===== src/rtl/ram_port_arbiter.sv =====
// Two-requester round-robin arbiter in front of a single-port, one-cycle-latency RAM.
// Registers the winning command onto the RAM port and steers read data back by owner tag.
module ram_port_arbiter #(
  parameter int MEMORY_BUS_WIDTH = 32,
  parameter int ADDRESS_WIDTH    = 32,
  parameter int MAX_BURST        = 4
) (
  input  logic                          clock,
  input  logic                          reset,
  input  logic                          r0_req,
  input  logic [MEMORY_BUS_WIDTH/8-1:0] r0_wb,
  input  logic [ADDRESS_WIDTH-1:0]      r0_addr,
  input  logic [MEMORY_BUS_WIDTH-1:0]   r0_wdata,
  output logic                          r0_gnt,
  output logic                          r0_rvalid,
  output logic [MEMORY_BUS_WIDTH-1:0]   r0_rdata,
  input  logic                          r1_req,
  input  logic [MEMORY_BUS_WIDTH/8-1:0] r1_wb,
  input  logic [ADDRESS_WIDTH-1:0]      r1_addr,
  input  logic [MEMORY_BUS_WIDTH-1:0]   r1_wdata,
  output logic                          r1_gnt,
  output logic                          r1_rvalid,
  output logic [MEMORY_BUS_WIDTH-1:0]   r1_rdata,
  output logic                          mem_enable,
  output logic [MEMORY_BUS_WIDTH/8-1:0] mem_wb,
  output logic [ADDRESS_WIDTH-1:0]      mem_addr,
  output logic [MEMORY_BUS_WIDTH-1:0]   mem_wdata,
  input  logic [MEMORY_BUS_WIDTH-1:0]   mem_rdata
);
  localparam int WB_W  = MEMORY_BUS_WIDTH / 8;
  localparam int CNT_W = (MAX_BURST > 1) ? $clog2(MAX_BURST) : 1;

  typedef struct packed {
    logic [WB_W-1:0]             wb;
    logic [ADDRESS_WIDTH-1:0]    addr;
    logic [MEMORY_BUS_WIDTH-1:0] wdata;
  } cmd_t;

  typedef enum logic { PRIO0 = 1'b0, PRIO1 = 1'b1 } prio_t;

  prio_t            prio, prio_nxt;
  logic [CNT_W-1:0] burst_cnt, burst_cnt_nxt;
  logic [1:0]       req, gnt;
  cmd_t [1:0]       cmd;
  cmd_t             win;
  logic             accept, win_id, p, op;
  logic [1:0]       vld_pipe, id_pipe;

  assign req    = {r1_req, r0_req};
  assign cmd[0] = {r0_wb, r0_addr, r0_wdata};
  assign cmd[1] = {r1_wb, r1_addr, r1_wdata};
  assign p      = (prio == PRIO1);
  assign op     = ~p;

  always_comb begin
    gnt = '0;
    if (req[p])       gnt[p]  = 1'b1;
    else if (req[op]) gnt[op] = 1'b1;
  end

  assign accept = |gnt;
  assign win_id = gnt[1];
  assign win    = cmd[win_id];
  assign r0_gnt = gnt[0];
  assign r1_gnt = gnt[1];

  // Only accepts made while the other side is waiting count toward the burst limit.
  always_comb begin
    prio_nxt      = prio;
    burst_cnt_nxt = burst_cnt;
    if (accept) begin
      if (win_id == p) begin
        if (req[op]) begin
          if (burst_cnt == CNT_W'(MAX_BURST - 1)) begin
            prio_nxt      = prio_t'(op);
            burst_cnt_nxt = '0;
          end else begin
            burst_cnt_nxt = burst_cnt + 1'b1;
          end
        end
      end else begin
        prio_nxt      = prio_t'(op);
        burst_cnt_nxt = '0;
      end
    end
  end

  always_ff @(posedge clock or negedge reset) begin
    if (!reset) begin
      prio      <= PRIO0;
      burst_cnt <= '0;
    end else begin
      prio      <= prio_nxt;
      burst_cnt <= burst_cnt_nxt;
    end
  end

  always_ff @(posedge clock or negedge reset) begin
    if (!reset) begin
      mem_enable <= 1'b0;
      mem_wb     <= '0;
      mem_addr   <= '0;
      mem_wdata  <= '0;
    end else begin
      mem_enable <= accept;
      mem_wb     <= accept ? win.wb : '0;
      if (accept) begin
        mem_addr  <= win.addr;
        mem_wdata <= win.wdata;
      end
    end
  end

  // Stage 0 tracks the command on the RAM port; stage 1 lines up with mem_rdata.
  always_ff @(posedge clock or negedge reset) begin
    if (!reset) begin
      vld_pipe <= '0;
      id_pipe  <= '0;
    end else begin
      vld_pipe <= {vld_pipe[0], accept & ~|win.wb};
      id_pipe  <= {id_pipe[0], win_id};
    end
  end

  assign r0_rvalid = vld_pipe[1] & ~id_pipe[1];
  assign r1_rvalid = vld_pipe[1] &  id_pipe[1];
  assign r0_rdata  = mem_rdata;
  assign r1_rdata  = mem_rdata;

endmodule


===== config.mk =====
export PLATFORM = sky130hd
export DESIGN_NAME = ram_port_arbiter
export DESIGN_NICKNAME = d
export VERILOG_FILES = /design/src/rtl/ram_port_arbiter.sv
export SDC_FILE = /design/constraint.sdc
export NUM_CORES = 1
export LEC_CHECK = 0
export CAP_MARGIN = 20
export CORE_UTILIZATION = 32
export CTS_CLUSTER_DIAMETER = 100
export DETAILED_ROUTE_END_ITERATION = 16
export PLACE_DENSITY = 0.78
export SETUP_SLACK_MARGIN = 0.4
export SYNTH_ARGS = -nofsm -noshare
export SYNTH_HDL_FRONTEND = slang
export SYNTH_SLANG_ARGS = --single-unit

===== constraint.sdc =====
create_clock -name clock -period 1.2 [get_ports clock]
set_input_delay 0.18 -clock clock [delete_from_list [all_inputs] [get_ports clock]]
set_output_delay 0.18 -clock clock [all_outputs]
set_load 0.03 [all_outputs]

# [Yosys cells after proc, flatten, opt, wreduce, memory -nomap -nowiden]
# Cells that the tools add are included.
[totals] register_bits=76 in_bits=172 out_inout_bits=137 elab_cells=49
[classes] add_sub_neg=1 order_cmp=5 eq_ne=4 muxes=19 n_bitwise=5 reduce_logical=7
[ops] op="68-bit 2-to-1 mux" n=2
[ops] op="2-bit 2-to-1 mux" n=5
[ops] op="1-bit 2-to-1 mux" n=9
[ops] op="1-bit by 2-bit less-than comparator with 1-bit output, second input constant" n=3
[ops] op="4-bit 2-to-1 mux" n=1
[ops] op="4-bit OR reduction" n=1
[ops] op="1-bit bitwise AND" n=3
[ops] op="3-bit AND reduction" n=1
[ops] op="2-bit by 1-bit adder with 2-bit output, second input constant" n=1
[ops] op="1-bit demux with 1-bit select" n=2
[ops] op="2-bit equality test, second input constant" n=1
[ops] op="1-bit greater-or-equal comparator, second input constant" n=2
[ops] op="1-bit logical AND" n=2
[ops] op="2-bit by 1-bit inequality test with 1-bit output, second input constant" n=1
[ops] op="2-bit inequality test, second input constant" n=1
[ops] op="1-bit inverter" n=2
[ops] op="2-bit AND reduction" n=1
[ops] op="2-bit OR reduction" n=1
[ops] op="1-bit equality test" n=1
[ops] op="1-bit logical NOT" n=1

# [Longest topological paths before layout]
[depth] ltp_word=12 depth_mapped=7 mapped_depth_nobuf=4

# [Worst setup path after synthesis]
# Ideal clock, no wire load.
[synth_path] kind="register -> register" start="register prio (netlist: p)" end="register vld_pipe[0]" setup_ns=0.068 t_arrival_ns=1.348 t_required_ns=1.132 slack_ns=-0.216 path_stages_with_launch=5 n_path_buf=0 period_less_slack_ns=1.416 cell_sequence="dfrtp_1 a21boi_1 nand2b_1 o21ai_0 and4_1"
[synth_between] word_cells_on_any_way=23 classes_between="order compare: 4; mux: 12; bitwise: 2; reduce/logical: 5"
[synth_rtl] element="from (decl)" line_no="41" source="prio_t prio, prio_nxt;"
[synth_rtl] element="from (signal assigned)" line_no="93" source="prio <= prio_nxt;"
[synth_rtl] element="1-bit inverter" line_no="53" source="assign op = ~p;"
[synth_rtl] element="1-bit by 2-bit less-than comparator with 1-bit output (not written as such) or 1-bit greater-or-equal comparator (tied branches)" line_no="58" source="else if (req[op]) gnt[op] = 1'b1;"
[synth_rtl] element="1-bit logical AND (not written as such)" line_no="58"
[synth_rtl] element="1-bit 2-to-1 mux (not written as such)" line_no="58"
[synth_rtl] element="1-bit demux with 1-bit select" line_no="58"
[synth_rtl] element="2-bit 2-to-1 mux" line_no="58"
[synth_rtl] element="2-bit 2-to-1 mux *" line_no="57" source="if (req[p]) gnt[p] = 1'b1;"
[synth_rtl] element="named net r0_gnt" line_no="14" source="output logic r0_gnt,"
[synth_rtl] element="2-bit OR reduction *" line_no="61" source="assign accept = |gnt;"
[synth_rtl] element="1-bit bitwise AND *" line_no="120" source="vld_pipe <= {vld_pipe[0], accept & ~|win.wb};"
[synth_rtl] element="to (signal assigned)" line_no="120"
[synth_rtl] element="to (decl)" line_no="47" source="logic [1:0] vld_pipe, id_pipe;"
# The timed path passes the listed nets; every way through them passes the cells marked *. The select of a mux whose other input is x is not followed.
# A chain may end at the register's enable or synchronous reset.

# [Worst setup path in the final report]
[layout_path] start="register prio (netlist: p)" end="register vld_pipe[0]"
[layout_between] elab_chain_len=12 word_cells_on_any_way=23 classes_between="order compare: 4; mux: 12; bitwise: 2; reduce/logical: 5"
[layout_rtl] element="1-bit inverter" line_no="53"
[layout_rtl] element="1-bit by 2-bit less-than comparator with 1-bit output (not written as such) or 1-bit greater-or-equal comparator (tied branches)" line_no="58"
[layout_rtl] element="1-bit logical AND (not written as such)" line_no="58"
[layout_rtl] element="1-bit 2-to-1 mux (not written as such)" line_no="58"
[layout_rtl] element="1-bit demux with 1-bit select" line_no="58"
[layout_rtl] element="2-bit 2-to-1 mux" line_no="58"
[layout_rtl] element="2-bit 2-to-1 mux *" line_no="57"
[layout_rtl] element="68-bit 2-to-1 mux (not written as such) (2 in a row)" line_no="63" source="assign win = cmd[win_id];"
[layout_rtl] element="4-bit OR reduction" line_no="120"
[layout_rtl] element="1-bit logical NOT" line_no="120"
[layout_rtl] element="1-bit bitwise AND *" line_no="120"
# Mark *: on every way between the ends. The rest lies on a longest branch, timed or not. The select of a mux whose other input is x is not followed.

==> results_dict.tcl <==
set metrics [dict create \
    start_util 0.330 \
    syn-mean-instance-area_um2 9.72 \
    cts_tree "built" \
    syn-num-nets 626 \
    power_leakage_nw 3.02 \
    design.portCount 309 \
    yosys.cell_types.count 25 \
    maximum_clock_skew_at_final_layout_ps 6.65 \
    setup_viol 72 \
    hp-class "in -> reg" \
    wire_length_of_the_first_global_routing_pass_mm 20.7 \
    tritoncts_num_sinks 76 \
    num_rows 42 \
    worstReg2RegStart "p" \
    first_global_vias 4243 \
    die-width_um 119 \
    flow.area_growth_from_synthesis_pct 64.9 \
    initial_antenna_violation_count 1 \
    dieArea_um2 14200 \
    ant_nets 0 \
    port_buffer_count 212 \
    globalRouteOverflowTotal 0 \
    final_nets 785 \
    dp_worst_setup_slack_ps -94.3 \
    worstSetupStartpointType "register" \
    mappedNetlistArea_um2 4400 \
    run_status "complete, but fails checks" \
    ys_ff_latch 76 \
    detailedRoute.firstIterationViolations 168 \
    routed_via_density 5.00 \
    die_height_um 119 \
    core_area_um2 13300 \
    use_met1 0.203 \
    gp_routability_congestion 0.768 \
    failed_checks "negative setup slack" \
    synth_sequential_area_ratio 0.432 \
    cts_inserted_buffers 9 \
    groute.layer.met3.usage 0.0512 \
    firstDrtPassIters 4 \
    fraction_of_layout_cells_with_a_size_suffix_above_1 0.404 \
    timing.slew.headroom 0.783 \
    postSynthCellCount 453 \
    worst_ir_drop_vdd_mv 0.597 \
    largest_net_degree_at_the_start_of_global_routing 58 \
    min_from "r1_req" \
    routed_wire_length_per_instance_um 17.9 \
    max_cap_violations 0 \
    synthesis.yosys.warnings 0 \
    end_kind "register" \
    fillers 1173 \
    period_share 1.12 \
    crit_type "reg -> reg" \
    max_clock_freq_mhz 742 \
    placedInstanceArea_um2 6220 \
    fin_ws_ps -147 \
    wl_mm 14.3 \
    dp.final_hpwl_mm 9.18 \
    maxSlewViolCount 0 \
    cp.required_ps 1470 \
    worstPathMaxFanout 8 \
    final_area_um2 7260 \
    totalPowerFinal_mw 9.58 \
    global_route.peak_usage_layer "met2" \
    regToRegSetupSlack_ps -150 \
    worst-endpoint-arrival_ps 1620 \
    final.hold.worst_slack_ps 234 \
    number_of_remaining_drc_errors 0 \
    worst-slew-pin-transition_ps 326 \
    powerDensity_nw_per_um2 1320 \
    cts_max_level 3 \
    detailroute.via_count 3972 \
    grtUsageTotal 0.186 \
    cts.clk_slew.worst_paths_ps 60 \
    final_period_minus_worst_setup_slack_ps 1350 \
    worstSkewPairLatency_ps 340 \
    grt_util_met2 0.330 \
    final_core_util 0.544 \
    ctsLongestPathBuffers 2 \
    timing_hold_violations_final 0 \
    min_delay_worst_endpoint "p" \
    rsz0062_at_grt "true" \
    critical_path.reg2reg.endpoint "vld_pipe[0]" \
    clock-root-buffer "sky130_fd_sc_hd__clkbuf_16" \
    reg2reg_depth 5 \
    min_delay_path_depth 3 \
]
critical path: stages (launching register included):
cell	delay, ps
sky130_fd_sc_hd__dfrtp_1	400
sky130_fd_sc_hd__nand2b_4	170
sky130_fd_sc_hd__nand2_8	90
sky130_fd_sc_hd__buf_12	160
sky130_fd_sc_hd__mux2i_4	240
sky130_fd_sc_hd__and4_1	210
logic make-up (layout without fill, tap and decap cells):
group	Yosys count	in the layout	share of synthesized area
AND/OR/NAND/NOR	141	141	0.127
buffers and inverters	96	260	0.151
adder cells (fa/ha/maj)	1	1	0.00284
multiplexers	68	68	0.177
flip-flops	76	76	0.432
other	0	1	0
XOR/XNOR	1	1	0.00199
AO/OA/AOI/OAI	70	70	0.109
synth_stat cells:
| cell | instances | area, µm² |
|---|---|---|
| sky130_fd_sc_hd__buf_4 | 65 | 488 |
| sky130_fd_sc_hd__nand2b_4 | 1 | 13.8 |
| sky130_fd_sc_hd__nand2b_1 | 1 | 6.26 |
| sky130_fd_sc_hd__a21boi_1 | 1 | 7.51 |
| sky130_fd_sc_hd__dfrtp_1 | 76 | 1900 |
| sky130_fd_sc_hd__buf_2 | 18 | 90.1 |
| sky130_fd_sc_hd__nor2_1 | 134 | 503 |
| sky130_fd_sc_hd__nand2_4 | 1 | 11.3 |
| sky130_fd_sc_hd__buf_6 | 5 | 56.3 |
| sky130_fd_sc_hd__o21ai_0 | 2 | 10.0 |
| sky130_fd_sc_hd__mux2_4 | 5 | 75.1 |
| sky130_fd_sc_hd__nand2_1 | 1 | 3.75 |
| sky130_fd_sc_hd__xor2_1 | 1 | 8.76 |
| sky130_fd_sc_hd__clkbuf_1 | 6 | 22.5 |
| sky130_fd_sc_hd__inv_1 | 2 | 7.51 |
| sky130_fd_sc_hd__ha_1 | 1 | 12.5 |
| sky130_fd_sc_hd__mux2i_1 | 4 | 40.0 |
| sky130_fd_sc_hd__and4_1 | 1 | 8.76 |
| sky130_fd_sc_hd__nor2b_1 | 1 | 6.26 |
| sky130_fd_sc_hd__a32o_1 | 2 | 20.0 |
| sky130_fd_sc_hd__and2_1 | 1 | 6.26 |
| sky130_fd_sc_hd__mux2_2 | 59 | 664 |
| sky130_fd_sc_hd__o22ai_2 | 5 | 62.6 |
| sky130_fd_sc_hd__o22ai_1 | 59 | 369 |
| sky130_fd_sc_hd__a22o_1 | 1 | 8.76 |
sequential cells by signal (all words and copies together) (netlist names):
name	cells
burst_cnt	2
mem_wdata	32
mem_enable	1
mem_addr	32
id_pipe	2
vld_pipe	2
p	1
mem_wb	4
area by class of cell:
type | count | area [µm²] | share of cell area
Timing Repair Buffer | 242 | 2690 | 0.370
Clock inverter | 4 | 72.6 | 0.00999
Sequential cell | 76 | 1910 | 0.262
Tap cell | 176 | 220 | 0.0303
Antenna cell | 1 | 2.50 | 0.000344
Clock buffer | 12 | 246 | 0.0339
Inverter | 2 | 10.0 | 0.00138
Multi-Input combinational cell | 281 | 2120 | 0.292
how the worst max path moves through the flow:
| stage | from | endpoint | cells past startpoint |
|---|---|---|---|
| after floorplan | p | mem_wb[3] | 5 |
| after global placement | p | vld_pipe[0] | 4 |
| after detailed placement | p | vld_pipe[0] | 4 |
| after CTS | p | r1_gnt | 4 |
| after global routing | p | mem_wdata[28] | 7 |
| final | p | vld_pipe[0] | 5 |
power breakdown:
group          switching (mW)  internal (mW)
logic                    1.68           1.80
clock network            1.06           1.88
registers               0.258           2.91
total                    3.00           6.59
cells in the final DEF (no fill, tap or decap), types with 2 or more instances in the layout:
cell	n
sky130_fd_sc_hd__buf_6	75
sky130_fd_sc_hd__mux2_2	59
sky130_fd_sc_hd__a32o_1	2
sky130_fd_sc_hd__clkdlybuf4s50_1	136
sky130_fd_sc_hd__buf_4	11
sky130_fd_sc_hd__mux2i_2	2
sky130_fd_sc_hd__nor2_2	19
sky130_fd_sc_hd__clkbuf_16	12
sky130_fd_sc_hd__bufinv_16	2
sky130_fd_sc_hd__nor2_1	110
sky130_fd_sc_hd__mux2_4	5
sky130_fd_sc_hd__dfrtp_2	4
sky130_fd_sc_hd__dfrtp_1	72
sky130_fd_sc_hd__o22ai_2	28
sky130_fd_sc_hd__clkbuf_1	2
sky130_fd_sc_hd__o22ai_1	36
sky130_fd_sc_hd__nor2_4	5
sky130_fd_sc_hd__buf_12	14
routing by layer:
metal,vias to the layer above,part of all wire
li1,1820,-
met1,1926,0.39
met5,-,0
met2,178,0.52
met4,0,0.031
met3,48,0.065
per-stage QoR:
stage | instances | TNS, ps
2_1_floorplan | 453 | -132
3_3_place_gp | 762 | -760
3_5_place_dp | 762 | -1450
4_1_cts | 787 | -6180
5_1_grt | 794 | -9640
6_report | 794 | -5130
repair_timing:
item / CTS / global route
resized for setup: 198 / 63
endpoints found under the hold margin: 19 / 0
setup buffers: 8 / 2
cloned: 0 / 4
hold buffers: 1 / 0
pin swaps: 4 / 1
setup endpoints to repair: 146 / 203
Power figures use the tool's default switching activity.
